===== src/rtl/plugboard_ctrl.sv =====
// plugboard_ctrl: programmable Steckerbrett pair table and swap stage; define PLUG_UNDO_EN to add an undo port.
module plugboard_ctrl #(
  parameter int MAX_PAIRS = 10
) (
  input  logic        CLOCK_50,
  input  logic        reset,
  input  logic [25:0] letter_in,
  input  logic        prog,
  input  logic        clear,
`ifdef PLUG_UNDO_EN
  input  logic        undo,
`endif
  output logic [25:0] letter_out,
  output logic [3:0]  pair_count,
  output logic        full,
  output logic        err,
  output logic [1:0]  pstate
);
  localparam int IW = MAX_PAIRS > 1 ? $clog2(MAX_PAIRS) : 1;
  typedef enum logic [1:0] {RUN = 2'd0, FIRST = 2'd1, SECOND = 2'd2, COMMIT = 2'd3} state_t;
  state_t r_state, w_next;
  logic [25:0] r_letter_q, r_letter_out, w_swap;
  logic [4:0]  r_first, r_second, w_idx, w_partner;
  logic [3:0]  r_count;
  logic [IW-1:0] w_free, w_top;
  logic r_err, w_err, w_onehot, w_event, w_hit, w_latch1, w_latch2, w_commit, w_pop, w_undo;
  logic          r_valid [MAX_PAIRS];
  logic [4:0]    r_a     [MAX_PAIRS];
  logic [4:0]    r_b     [MAX_PAIRS];
`ifdef PLUG_UNDO_EN
  logic [IW-1:0] r_stack [MAX_PAIRS];
  assign w_undo = undo;
  assign w_top  = r_stack[IW'(r_count - 4'd1)];
`else
  assign w_undo = 1'b0;
  assign w_top  = IW'(r_count - 4'd1);
`endif
  assign w_onehot   = $onehot(letter_in);
  assign w_event    = w_onehot && letter_in != r_letter_q;
  assign w_swap     = (w_onehot && w_hit) ? 26'd1 << w_partner : letter_in;
  assign full       = r_count == 4'(MAX_PAIRS);
  assign letter_out = r_letter_out;
  assign pair_count = r_count;
  assign err        = r_err;
  assign pstate     = r_state;
  always_comb begin
    w_idx = '0;
    for (int i = 0; i < 26; i++) if (letter_in[i]) w_idx = 5'(i);
  end
  // A letter is "hit" if it sits on either side of a valid pair; w_partner is the other side.
  always_comb begin
    w_hit = 1'b0;
    w_partner = '0;
    for (int i = 0; i < MAX_PAIRS; i++) begin
      if (r_valid[i] && r_a[i] == w_idx) begin
        w_hit = 1'b1;
        w_partner = r_b[i];
      end
      if (r_valid[i] && r_b[i] == w_idx) begin
        w_hit = 1'b1;
        w_partner = r_a[i];
      end
    end
  end
  always_comb begin
    w_free = '0;
    for (int i = MAX_PAIRS - 1; i >= 0; i--) if (!r_valid[i]) w_free = IW'(i);
  end
  always_comb begin
    w_next = r_state;
    w_err = 1'b0;
    w_latch1 = 1'b0;
    w_latch2 = 1'b0;
    w_commit = 1'b0;
    w_pop = 1'b0;
    if (clear) w_next = prog ? FIRST : RUN;
    else case (r_state)
      RUN: begin
        w_next = prog ? FIRST : RUN;
        w_pop = w_undo && r_count != 0;
        w_err = w_undo && r_count == 0;
      end
      FIRST: begin
        w_pop = w_undo && r_count != 0;
        w_err = w_undo ? r_count == 0 : prog && w_event && (w_hit || full);
        w_latch1 = prog && !w_undo && w_event && !w_hit && !full;
        w_next = !prog ? RUN : w_latch1 ? SECOND : FIRST;
      end
      SECOND: begin
        w_err = prog && !w_undo && w_event && (w_hit || w_idx == r_first);
        w_latch2 = prog && !w_undo && w_event && !w_hit && w_idx != r_first;
        w_next = !prog ? RUN : w_latch2 ? COMMIT : (w_undo || w_err) ? FIRST : SECOND;
      end
      default: begin
        w_commit = 1'b1;
        w_next = prog ? FIRST : RUN;
      end
    endcase
  end
  always_ff @(posedge CLOCK_50) begin
    if (reset) begin
      r_state <= RUN;
      r_letter_q <= '0;
      r_letter_out <= '0;
      r_err <= 1'b0;
      r_count <= '0;
      r_first <= '0;
      r_second <= '0;
      for (int i = 0; i < MAX_PAIRS; i++) r_valid[i] <= 1'b0;
    end else begin
      r_state <= w_next;
      r_letter_q <= letter_in;
      r_err <= w_err;
      r_letter_out <= w_next == RUN ? w_swap : '0;
      if (w_latch1) r_first <= w_idx;
      if (w_latch2) r_second <= w_idx;
      if (clear) begin
        for (int i = 0; i < MAX_PAIRS; i++) r_valid[i] <= 1'b0;
        r_count <= '0;
      end else if (w_commit) begin
        r_valid[w_free] <= 1'b1;
        r_a[w_free] <= r_first;
        r_b[w_free] <= r_second;
        r_count <= r_count + 4'd1;
`ifdef PLUG_UNDO_EN
        r_stack[IW'(r_count)] <= w_free;
`endif
      end else if (w_pop) begin
        r_valid[w_top] <= 1'b0;
        r_count <= r_count - 4'd1;
      end
    end
  end
endmodule


===== config.mk =====
export PLATFORM = sky130hd
export DESIGN_NAME = plugboard_ctrl
export DESIGN_NICKNAME = d
export VERILOG_FILES = /design/src/rtl/plugboard_ctrl.sv
export SDC_FILE = /design/constraint.sdc
export NUM_CORES = 1
export LEC_CHECK = 0
export ABC_AREA = 1
export CAP_MARGIN = 20
export CORE_AREA = 4 4 156 158
export CTS_BUF_LIST = sky130_fd_sc_hd__clkbuf_8
export DETAILED_ROUTE_END_ITERATION = 10
export DIE_AREA = 0 0 160 162
export PLACE_DENSITY_LB_ADDON = 0.1
export RECOVER_POWER = 50
export SYNTH_ARGS = -nofsm -noshare
export SYNTH_HDL_FRONTEND = slang
export SYNTH_SLANG_ARGS = --single-unit

===== constraint.sdc =====
create_clock -name CLOCK_50 -period 8.8 [get_ports CLOCK_50]
set_clock_uncertainty 0.2 [all_clocks]
set_input_delay 1.76 -clock CLOCK_50 [delete_from_list [all_inputs] [get_ports CLOCK_50]]
set_output_delay 1.76 -clock CLOCK_50 [all_outputs]
set_load 0.02 [all_outputs]

[Word-level counts from Yosys, hierarchy flattened]
Memories as Yosys holds them, arrays and structs flattened.
Cells that the tools add are included.
Storage, ports and cells
  bits in writable memories: 110
  memories kept: 3
  input bits: 30
  bits in registers: 69
Memory list
  r_a: words 10, width 5, rd ports 10, clocked after memory_dff 0, write ports 1, line 28  | logic [4:0] r_a [MAX_PAIRS];
  r_b: words 10, width 5, rd ports 10, clocked after memory_dff 0, write ports 1, line 29  | logic [4:0] r_b [MAX_PAIRS];
  r_valid: words 10, width 1, rd ports 10, clocked after memory_dff 0, write ports 10, line 27  | logic r_valid [MAX_PAIRS];
Operators by class
  mux-type cells: 114
  shifts and indexed selects: 1
  bitwise gates (word level): 11
  equal/unequal tests: 27
  add/subtract/negate cells: 26
  reduce and logical (&&, ||, !) cells: 38
Operator list (number)
  two-way mux 5 bit: 33
  equality test 5 bit: 21
  two-way mux 4 bit: 17
  two-way mux 1 bit: 49
  logical AND 1 bit: 28
  adder 1 x 1 -> 2 bit: 13
  two-way mux 26 bit: 1
  != test 26 bit: 1
  << shifter 1 x 5 -> 26 bit, first input constant: 1
  adder 2 x 2 -> 3 bit: 6
  two-way mux 2 bit: 8
  adder 3 x 3 -> 4 bit: 3
  two-way mux 3 bit: 4
  OR 1 bit: 10
  adder 4 x 2 -> 5 bit: 1
  adder 4 x 4 -> 5 bit: 1
  adder 5 bit: 1
  equality test 5 x 1 -> 1 bit, second input constant: 1
  != test 5 bit: 1
  adder 4 x 1 -> 4 bit, second input constant: 1
  equality test 4 bit, second input constant: 1
  logical NOT 2 bit: 2
  one-hot mux 2 bit (2 select lines): 1
  OR reduction 2 bit: 2
  8 further kinds: 10

[Logic depth before layout (Yosys ltp)]
  word-level depth: 57
  gate-level depth with buffers: 56
  mapped depth without buffers: 55

[Worst setup path after synthesis]
Ideal clock, no wire load.
  path kind: input to register
  start point: input port letter_in[17]
  end point: register r_letter_out[0] (netlist: letter_out[0])
  data required time: 8.538 ns
  path slack: 1.661 ns
  arrival time: 6.877 ns
  stages: 26
  path buffers: 1
  path through: fa_1 -> inv_1 -> fa_1 -> fa_1 -> inv_1 -> fa_1 -> inv_1 -> fa_1 -> fa_1 -> inv_1 -> ha_1 -> inv_1 -> fa_1 -> nor2_1 -> a211oi_1 -> or2_2 -> nand4_1 -> nor2_1 -> nand2_1 -> inv_1 -> nand2_1 -> nor2_1 -> o21ai_1 -> nand3_2 -> buf_4 -> nor2_2
Between the ends
  word-level cells in the longest chain between the ends: 41
  elaborated cells between the ends (all ways): 119
  those cells by class: add/sub (5); eq/ne (24); shift (1); mux (57); bitwise (1); reduce/logical (31)
Ends and longest elaborated chain
  start, declared: line 7  | input logic [25:0] letter_in,
  two-way mux 5 bit (9 in a row): line 48  | for (int i = 0; i < 26; i++) if (letter_in[i]) w_idx = 5'(i);
  equality test 5 bit: line 55  | if (r_valid[i] && r_a[i] == w_idx) begin
  logical AND 1 bit: line 55
  two-way mux 1 bit: line 55
  two-way mux 1 bit: line 59  | if (r_valid[i] && r_b[i] == w_idx) begin
  two-way mux 1 bit: line 55
  two-way mux 1 bit: line 59
  two-way mux 1 bit: line 55
  [16 not listed]
  logical AND 1 bit, on equally long branches: line 90, 86, 91
  two-way mux 2 bit, or another cell as far along: line 92  | w_next = !prog ? RUN : w_latch2 ? COMMIT : (w_undo || w_err) ? FIRST : SECOND;
  two-way mux 2 bit, on equally long branches (2 in a row): line 92, 87
  one-hot mux 2 bit (2 select lines): line 77  | else case (r_state)
  two-way mux 2 bit: line 76  | if (clear) w_next = prog ? FIRST : RUN;
  logical NOT 2 bit: line 114  | r_letter_out <= w_next == RUN ? w_swap : '0;
  inverter 1 bit (no line)
  OR reduction 2 bit (no line)
  end signal, assigned: line 114
  end, declared: line 22  | logic [25:0] r_letter_q, r_letter_out, w_swap;
Several ways; a longest one is shown, not always the timed one.
A chain may end at the register's enable or synchronous reset.

[Worst setup path after layout]
  start point: input port letter_in[11]
  end point: register r_letter_out[10] (netlist: letter_out[10])
Between the ends
  word-level cells in the longest chain between the ends: 47
  elaborated cells between the ends (all ways): 125
  those cells by class: add/sub (5); eq/ne (24); shift (1); mux (63); bitwise (1); reduce/logical (31)
Ends and longest elaborated chain (line)
  two-way mux 4 bit (2 in a row): 48
  two-way mux 5 bit (13 in a row): 48
  equality test 5 bit: 55
  logical AND 1 bit: 55
  two-way mux 1 bit: 55
  two-way mux 1 bit: 59
  two-way mux 1 bit: 55
  two-way mux 1 bit: 59
  [17 not listed]
  logical AND 1 bit, on equally long branches: 90, 86, 91
  two-way mux 2 bit, or another cell as far along: 92
  two-way mux 2 bit, on equally long branches (2 in a row): 92, 87
  one-hot mux 2 bit (2 select lines): 77
  two-way mux 2 bit: 76
  logical NOT 2 bit: 114
  inverter 1 bit (no line)
  OR reduction 2 bit (no line)
Several ways; a longest one is shown, not always the timed one.

==> impl_metrics.py <==
metrics = {
    "die": {
        "die_area_mm2": 0.02592,
        "pin_count": 64,
        "core_mm2": 0.02312,
        "die_width_um": 160,
        "die_h_um": 162,
        "start_util_pct": 44.26,
        "std_cell_rows": 56,
    },
    "synth": {
        "synth_edf_count": 100,
        "avgSynthCellArea_um2": 8.246,
        "synth_fa_ha_area_share_pct": 5.233,
        "synth_cells": 1241,
        "synth_xor_area_share_pct": 3.252,
        "syn-num-nets": 1303,
        "syn_area_mm2": 0.01023,
        "ys_types": 58,
        "synth-simple-area-share_pct": 25.81,
        "synth-seq-cells": 179,
        "seq_area_frac_synth_pct": 44.80,
        "synth-compound-area-share_pct": 12.29,
        "synth_top_family_by_area": "simple AND/OR/NAND/NOR gates",
        "yosys_warnings": 0,
        "muxShareOfSynthArea_pct": 0,
        "async_flop_share_pct": 0,
        "yosys_most_used_dff": "edfxtp_1",
    },
    "cells_and_area": {
        "seqCellArea_mm2": 0.004584,
        "layout-area-overhead-vs-synth_pct": 12.36,
        "nFillCells": 2265,
        "diodes": 0,
        "drive_above_1_share_pct": 10.92,
        "layout_commonest_cell": "nand2_1",
        "multi_input_area_mm2": 0.004767,
        "fin_cells": 1599,
        "mostFrequentLayoutCells": "nand2_1, inv_1, nor2_1",
        "final_nets": 1358,
    },
    "clock_network": {
        "cts_htree_levels": 4,
        "numCtsBuffers": 17,
        "cts_buffer_depth": 2,
        "clk_latency_ns": 0.48,
        "cts_tree": "built",
        "cts_resized": 0,
        "post_cts_buffers": 0,
        "clkTransAtPathRegs_ns": 0.11,
        "cts-root-buf": "clkbuf_8",
        "clkSinkCount": 179,
        "postCtsHoldBufs": 0,
    },
    "detailed_routing": {
        "vias": 8392,
        "firstDrtPassIters": 5,
        "drc": 0,
        "totalWireLength_um": 28830,
        "ant_nets": 0,
        "vias_per_cell": 5.248,
        "drtIter0Drc": 681,
        "wire_per_inst_um": 18.03,
    },
    "timing": {
        "fin_hold_ws_ns": 0.3270,
        "finalSetupViolCount": 0,
        "layout_min_cycle_time_ns": 7.967,
        "rsz0062_at_grt": "no",
        "fin_crit_sh_pct": 90.54,
        "drv_slew": 33,
        "slew_headroom_pct": -3.223,
        "tns_ns": 0,
        "clock.fmax_ghz": 0.1255,
        "worst_slew_pin_slew_ns": 1.548,
        "hold_viol": 0,
    },
    "status": {
        "violations": "capacitance limit, slew limit",
        "status": "finished, violations left",
    },
    "placed_design": {
        "place_inst": 1567,
        "hpwl_um": 20780,
        "portBuffers": 63,
        "gp_congestion": 0.8589,
    },
    "grt": {
        "track_usage_pct": 22.47,
        "grt_pass1_wl_um": 44950,
        "antenna_found_initial": 0,
        "grt.overflow.total": 0,
        "grt_max_degree": 37,
        "grt_pass1_vias": 8004,
    },
    "pwr": {
        "total_power_uw": 1935,
        "p_per_area_mw_per_mm2": 168.2,
        "cellLeakagePower_uw": 0.004723,
        "max-vdd-ir-drop_mv": 0.09495,
    },
    "setup_path": {
        "crit_type": "in2reg",
        "crit_fanout": 26,
        "worstPathArrival_ns": 8.16,
        "end_kind": "register",
        "ff2ff_setup_slack_ns": 4.67,
        "cp-start-kind": "input port",
        "cp.required_ns": 8.99,
    },
    "flow_run": {
        "maxCapViolCount": 1,
    },
    "hold_path": {
        "min_path_type": "reg2reg",
    },
}
-- report_power, final --
| group | total (uW) | leakage [uW] | internal (uW) | switching, uW |
|---|---|---|---|---|
| clock | 591 | 0.000212 | 248 | 343 |
| combinational | 438 | 0.00293 | 186 | 252 |
| sequential | 905 | 0.00158 | 892 | 12.8 |
-- critical path, stage by stage --
cell             delay (ns)
clkdlybuf4s50_1        0.53
fa_1                   0.60
inv_1                  0.05
fa_1                   0.48
inv_1                  0.06
fa_1                   0.49
fa_1                   0.49
inv_1                  0.05
fa_1                   0.49
fa_1                   0.41
inv_1                  0.07
ha_1                   0.16
inv_1                  0.07
fa_1                   0.45
nor2_1                 0.12
a211oi_1               0.06
or2_2                  0.27
nand4_1                0.10
nor2_1                 0.06
nand2_1                0.10
inv_1                  0.10
nand2_1                0.07
nor2_1                 0.07
o21ai_1                0.22
nand3_2                0.52
a21oi_1                0.30
-- cell usage after synthesis (3+ instances only) --
cell type / n / share of area [%]
nand3_4: 3 / 0.51
or2_1: 4 / 0.24
buf_2: 13 / 0.64
o2111ai_1: 4 / 0.34
inv_1: 172 / 6.3
nand2_4: 3 / 0.33
clkbuf_1: 10 / 0.37
o21ai_1: 16 / 0.78
nor2_2: 16 / 0.98
xor2_1: 19 / 1.6
nor3_1: 6 / 0.29
nor2_1: 117 / 4.3
a221oi_1: 6 / 0.51
fa_1: 18 / 3.5
a21oi_1: 47 / 2.3
nand2_1: 286 / 10
nand4_1: 21 / 1.3
or2_2: 28 / 1.7
o22ai_1: 11 / 0.67
o221ai_1: 4 / 0.34
edfxtp_1: 100 / 29
inv_2: 16 / 0.59
ha_1: 14 / 1.7
nand2_2: 11 / 0.67
clkinv_1: 3 / 0.11
nor4_1: 8 / 0.49
dfxtp_1: 79 / 15
nand3_2: 9 / 0.88
xnor2_1: 19 / 1.6
o21ai_0: 80 / 3.9
a2111o_1: 4 / 0.44
a21oi_4: 4 / 0.64
a2111oi_0: 4 / 0.34
a211oi_1: 7 / 0.51
buf_4: 4 / 0.29
nand3_1: 46 / 2.2
-- cells by family (layout without fill, tap and decap cells) --
group	after synthesis	in the layout
adder cells (fa/ha/maj)	32	32
XOR/XNOR	38	38
AO/OA/AOI/OAI	199	199
flip-flops	179	179
buffers and inverters	222	290
AND/OR/NAND/NOR	571	571
-- final cells by class --
cell class	instances	share of cell area, %
clock buffer	18	2.155
clock inverter	14	1.425
inverter	192	6.289
multi-input combinational	840	41.46
sequential	179	39.87
tap	290	3.156
timing repair buffer	66	5.647
-- through the flow --
stage	instance area [um2]	setup WS (ns)	util, %
after floorplan	10230	1.661	-
after global placement	11090	0.4580	47.97
after detailed placement	11090	0.3625	47.97
after CTS	11500	0.8641	49.75
after global routing	11500	0.4212	49.73
final	11500	0.8329	49.73
-- per-layer routing --
metal / global-route usage [%] / wire, um / up-vias
met3: 3.349 / 1411 / 28
met5: 0 / 0 / -
met2: 36.13 / 13350 / 196
met1: 32.13 / 13600 / 4006
li1: - / - / 4162
met4: 5.671 / 464 / 0
-- sequential cells by signal, summed over array words and instances (netlist names), 4 cells and up --
name and cells:
r_second 5, r_b 50, r_a 50, letter_out 26, r_letter_q 26, pair_count 4
r_first 5, r_valid 10
-- worst paths after layout --
kind / from / end / depth (start not counted)
setup reg to reg: r_valid[1] / letter_out[19] / 32
setup / recovery: letter_in[11] / letter_out[10] / 26
hold reg to reg: pair_count[2] / pair_count[2] / 2
hold / removal: pair_count[2] / pair_count[2] / 2
No activity file was read; power rests on OpenSTA's default activity.
